<file path="config.mk">
export PLATFORM = sky130hd
export DESIGN_NAME = lfsr_prng
export DESIGN_NICKNAME = d
export VERILOG_FILES = /design/src/rtl/lfsr_prng.sv
export SDC_FILE = /design/constraint.sdc
export NUM_CORES = 1
export LEC_CHECK = 0
export ABC_AREA = 1
export ABC_CLOCK_PERIOD_IN_PS = 4400
export CAP_MARGIN = 5
export CORE_ASPECT_RATIO = 1.25
export CORE_MARGIN = 1.5
export CORE_UTILIZATION = 38
export DETAILED_ROUTE_END_ITERATION = 8
export GPL_ROUTABILITY_DRIVEN = 0
export GPL_TIMING_DRIVEN = 0
export HOLD_SLACK_MARGIN = 0.06
export PLACE_DENSITY_LB_ADDON = 0.2
export SYNTH_ARGS = -nofsm -noshare
export SYNTH_HDL_FRONTEND = slang
export SYNTH_SLANG_ARGS = --single-unit
</file>
<file path="constraint.sdc">
create_clock -name clk -period 4.4 [get_ports clk]
set_clock_uncertainty 0.2 [all_clocks]
set_input_delay 0.88 -clock clk [delete_from_list [all_inputs] [get_ports clk]]
set_output_delay 0.88 -clock clk [all_outputs]
set_load 0.02 [all_outputs]
</file>
<file path="src/rtl/lfsr_prng.sv">
// Fibonacci-style LFSR pseudo-random generator with a bounded-range draw engine.
// Draws use rejection sampling against a power-of-two mask, with a subtract fallback.
module lfsr_prng #(
    parameter int unsigned      WIDTH     = 16,
    parameter logic [WIDTH-1:0] TAPS      = 16'hB400,
    parameter logic [WIDTH-1:0] SEED      = 16'hACE1,
    parameter int unsigned      OUT_W     = 8,
    parameter int unsigned      MAX_TRIES = 4
) (
    input  logic             clk,
    input  logic             rst_n,
    input  logic             en,
    input  logic             load,
    input  logic [WIDTH-1:0] seed_in,
    input  logic             req,
    input  logic [OUT_W-1:0] range,
    output logic [WIDTH-1:0] state,
    output logic             busy,
    output logic             valid,
    output logic [OUT_W-1:0] value
);

    typedef enum logic {StIdle, StDraw} fsm_e;

    localparam logic [3:0] LastTry = 4'(MAX_TRIES - 1);

    fsm_e             fsm_q, fsm_d;
    logic [WIDTH-1:0] state_q, state_d;
    logic [OUT_W-1:0] rng_q, rng_d;
    logic [OUT_W-1:0] value_q, value_d;
    logic [3:0]       tries_q, tries_d;
    logic             valid_q, valid_d;

    logic             fb;
    logic [OUT_W-1:0] rng_m1;
    logic [OUT_W-1:0] mask;
    logic [OUT_W-1:0] cand;
    logic             accept;

    always_comb begin
        fb      = ^(state_q & TAPS);
        state_d = state_q;
        if (load) begin
            state_d = (seed_in == '0) ? SEED : seed_in;
        end else if (en || (fsm_q == StDraw)) begin
            // An all-zero state would lock up; restart from the seed instead.
            state_d = (state_q == '0) ? SEED : {state_q[WIDTH-2:0], fb};
        end
    end

    // Smear the MSB of (range-1) downward to get the smallest covering mask.
    always_comb begin
        rng_m1 = rng_q - 1'b1;
        mask   = rng_m1;
        for (int i = int'(OUT_W) - 2; i >= 0; i--) begin
            mask[i] = mask[i] | mask[i+1];
        end
        if (rng_q == '0) begin
            mask = '1;
        end
    end

    assign cand   = state_q[OUT_W-1:0] & mask;
    assign accept = (rng_q == '0) || (cand < rng_q);

    always_comb begin
        fsm_d   = fsm_q;
        rng_d   = rng_q;
        tries_d = tries_q;
        value_d = value_q;
        valid_d = 1'b0;
        unique case (fsm_q)
            StIdle: begin
                if (req) begin
                    rng_d   = range;
                    tries_d = '0;
                    fsm_d   = StDraw;
                end
            end
            StDraw: begin
                if (accept) begin
                    value_d = cand;
                    valid_d = 1'b1;
                    fsm_d   = StIdle;
                end else if (tries_q == LastTry) begin
                    // cand < 2*rng_q here, so the difference is always in range.
                    value_d = cand - rng_q;
                    valid_d = 1'b1;
                    fsm_d   = StIdle;
                end else begin
                    tries_d = tries_q + 1'b1;
                end
            end
        endcase
    end

    always_ff @(posedge clk or negedge rst_n) begin
        if (!rst_n) begin
            fsm_q   <= StIdle;
            state_q <= SEED;
            rng_q   <= '0;
            value_q <= '0;
            tries_q <= '0;
            valid_q <= 1'b0;
        end else begin
            fsm_q   <= fsm_d;
            state_q <= state_d;
            rng_q   <= rng_d;
            value_q <= value_d;
            tries_q <= tries_d;
            valid_q <= valid_d;
        end
    end

    assign state = state_q;
    assign busy  = (fsm_q == StDraw);
    assign valid = valid_q;
    assign value = value_q;

endmodule

</file>
==> metrics.md <==
| Metric | Value |
|---|---|
| Crit share post-route | `0.833` |
| Crit. path cell count | `25` |
| CP top delay family | `simple AND/OR/NAND/NOR gates` |
| Fin. max-slew vios | `0` |
| Drt total wl | `5840 um` |
| Max_slew headroom | `0.439` |
| Synth area leader | `dfrtp_1` |
| Drt wl/cell | `13.1 um` |
| CP Max Fanout | `10` |
| H-tree depth | `2` |
| Mapped Nets | `339` |
| Peak supply drop | `0.000238 V` |
| Via count | `2,191` |
| Max_cap viols | `0` |
| Synth warnings | `0` |
| Cts hold-fix bufs | `0` |
| Hold path depth | `2` |
| Mapped Avg Cell Area | `8.03 um2` |
| Initial antenna violation count | `0` |
| Clock transition at path regs | `0.07 ns` |
| Clock Latency Late Sink | `0.29 ns` |
| CTS tree | `built` |
| Floorplan core area | `6130 um2` |
| Synth Cell Area | `2390 um2` |
| Post-CTS setup buffers | `0` |
| Worst EP arrival | `3.70 ns` |
| Hold Crit Class | `flop to flop` |
| Main synth FF type | `dfrtp_1` |
| Post-synthesis sequential area ratio | `0.401` |
| Post-placement setup slack | `0.732 ns` |
| Final Setup Violations | `0` |
| Synth top area cells | `dfrtp_1 31%, nand2_1 9.4%, dfstp_2 8.8%` |
| Fill count | `636` |
| Post-synth EDFFs | `0` |
| Status | `finished clean` |
| DR vias/cell | `4.92` |
| Inserted Clock Buffers | `5` |
| Total grt overflow | `0` |
| Sequential share of power | `0.288` |
| Critical path class | `flop to flop` |
| DIE AREA | `6790 um2` |
| # rows | `32` |
| CTS root buf | `clkbuf_8` |
| Layout cells sized above 1 | `0.122` |
| First-pass GRT wire length | `10,300 um` |
| Clk sinks | `38` |
| Die Y-Extent | `91.7 um` |
| Combinational power share | `0.574` |
| Total Neg Setup Slack | `0 ns` |
| Nets | `400` |
| N_diodes | `0` |
| I/O pin total | `55` |
| Syn Inst Count | `298` |
| Initial Utilization | `0.391` |
| P_leak | `1.41 nW` |
| Cells on worst reg2reg path | `25` |
| Vias in the first global route | `2,235` |
| P_sw | `0.954 mW` |
| Worst path required time | `4.43 ns` |
| Worst setup margin | `0.736 ns` |
| Post-DRT Antenna Nets | `0` |
| Hpwl dp | `4620 um` |
| Hold slack | `0.277 ns` |
| Layout area overhead | `31.4%` |
| Sw frac | `0.449` |
| PwrDens | `676 nW/um2` |
| GR Util All Layers | `0.198` |
| Starting DRT DRC Count | `78` |
| Commonest non-fill, non-tap cell in the layout | `nand2_1` |
| Clock power share | `0.138` |
| Post-synth top area share | `0.314` |
| Worst-case clock buffer depth | `2` |
| Most frequent CP cell | `nand2_1` |
| Worst-Margin Slew | `0.842 ns` |
| Largest net degree at the start of global routing | `39` |
| Crit end category | `flop` |
| Remaining DRCs | `0` |
| FMAX | `0.273 GHz` |
| Netlist cell types | `37` |
| PostCTS Resize Cnt | `0` |
| Ys async rst share | `1.00` |
| CP peak stage delay | `0.41 ns` |
| Synth Register Bits | `38` |
| RSZ-0062 raised after global routing | `no` |
| DR pass1 iterations | `4` |
| Slowest CP cell | `fa_1` |
| Worst setup SP type | `flop` |
| Most frequent cells in the layout | `60 x nand2_1, 53 x clkdlybuf4s50_1, 32 x inv_1` |
| Final hold violations | `0` |
| Port Buf Inserts | `54` |
| Tmin final | `3.66 ns` |
| Worst path buffer plus inverter count | `4` |
| Pint | `1.17 mW` |
| Die Wd | `74.0 um` |
through the flow:
stage,total power [mW],cells,util,cell area (um2)
floorplan,1.46,298,-,2390
detailed placement,1.85,437,0.496,3040
global route,2.33,445,0.513,3140
global placement,1.83,437,0.496,3040
CTS,2.15,445,0.513,3140
finish,2.13,445,0.513,3140
routing by layer:
| metal | track usage | wire, um | vias to the layer above |
|---|---|---|---|
| met4 | 0.0910 | 165 | 0 |
| met5 | 0 | 0 | - |
| li1 | - | - | 1111 |
| met2 | 0.327 | 2910 | 74 |
| met1 | 0.245 | 2460 | 992 |
| met3 | 0.0341 | 303 | 14 |
worst register-to-register path: stages, from the launching register on:
cell and delay (ns):
dfrtp_1 0.39, inv_1 0.18, ha_1 0.27, nand4_1 0.11, nand2_1 0.06, nand2_1 0.06
nor2_2 0.15, nand3_2 0.13, nor2_4 0.17, nand3_2 0.08, nand2_2 0.07, ha_1 0.13
inv_1 0.06, fa_1 0.41, nand3_1 0.09, nand3_1 0.12, nand2_1 0.12, o211ai_2 0.10
nand2_4 0.12, inv_4 0.07, nand2_4 0.06, nand2_4 0.08, buf_6 0.16, a21oi_2 0.10
nand2_1 0.07, nand2_1 0.05
Yosys cell counts (2+ instances only):
cell type and number:
a21oi_1 24, a21oi_2 2, a22oi_1 2, buf_6 2
clkbuf_1 4, dfrtp_1 30, dfstp_2 8, ha_1 11
inv_1 32, inv_2 5, nand2_1 60, nand2_2 3
nand2_4 3, nand3_1 13, nand3_2 3, nand4_1 4
nor2_1 27, nor2_2 2, nor2_4 2, nor3_1 4
nor4_1 2, o211ai_1 3, o21ai_0 10, o21ai_1 8
o221ai_1 2, o22ai_1 8, o311ai_0 2, xnor2_1 4
xor2_1 10
power by group through the flow:
stage                     clock, mW  combinational (mW)  sequential [mW]
after CTS                     0.301                1.24            0.615
after global routing          0.317                1.38            0.633
final                         0.293                1.22            0.612
after global placement            0                1.21            0.620
after floorplan                   0               0.757            0.700
after detailed placement          0                1.23            0.621
cell type report:
class | count | area [um2] | area share
plain buffers | 6 | 37.5 | 0.0119
flip-flops and latches | 38 | 961 | 0.306
inverters | 38 | 145 | 0.0462
repair buffers | 54 | 536 | 0.170
clock inverters | 3 | 40.0 | 0.0127
clock buffers | 5 | 68.8 | 0.0219
multi-input cells | 216 | 1250 | 0.398
well taps | 85 | 106 | 0.0338
cell families after synthesis:
group / synth area share
and+or+nand+nor: 0.242
xor gates and xnor gates: 0.0512
buffers and inverters: 0.0763
adders and majority gates: 0.0659
AOI/OAI and AO/OA: 0.163
DFF: 0.401
final timing paths:
check,end,from,slack (ns)
worst min register to register,value[7]$_DFFE_PN0P_,value[7]$_DFFE_PN0P_,0.28
worst min-delay path,value[7]$_DFFE_PN0P_,value[7]$_DFFE_PN0P_,0.28
worst max-delay path,value[0]$_DFFE_PN0P_,rng_q[1]$_DFFE_PN0P_,0.74
worst max register to register,value[0]$_DFFE_PN0P_,rng_q[1]$_DFFE_PN0P_,0.74
min in group asynchronous,busy$_DFF_PN0_,rst_n,0.49
max in group asynchronous,value[1]$_DFFE_PN0P_,rst_n,2.98
state kept, by name, indices dropped and copies added (netlist names):
register,count
rng_q,8
busy,1
tries_q,4
valid,1
value,8
state,16
Power figures use the tool's default switching activity.
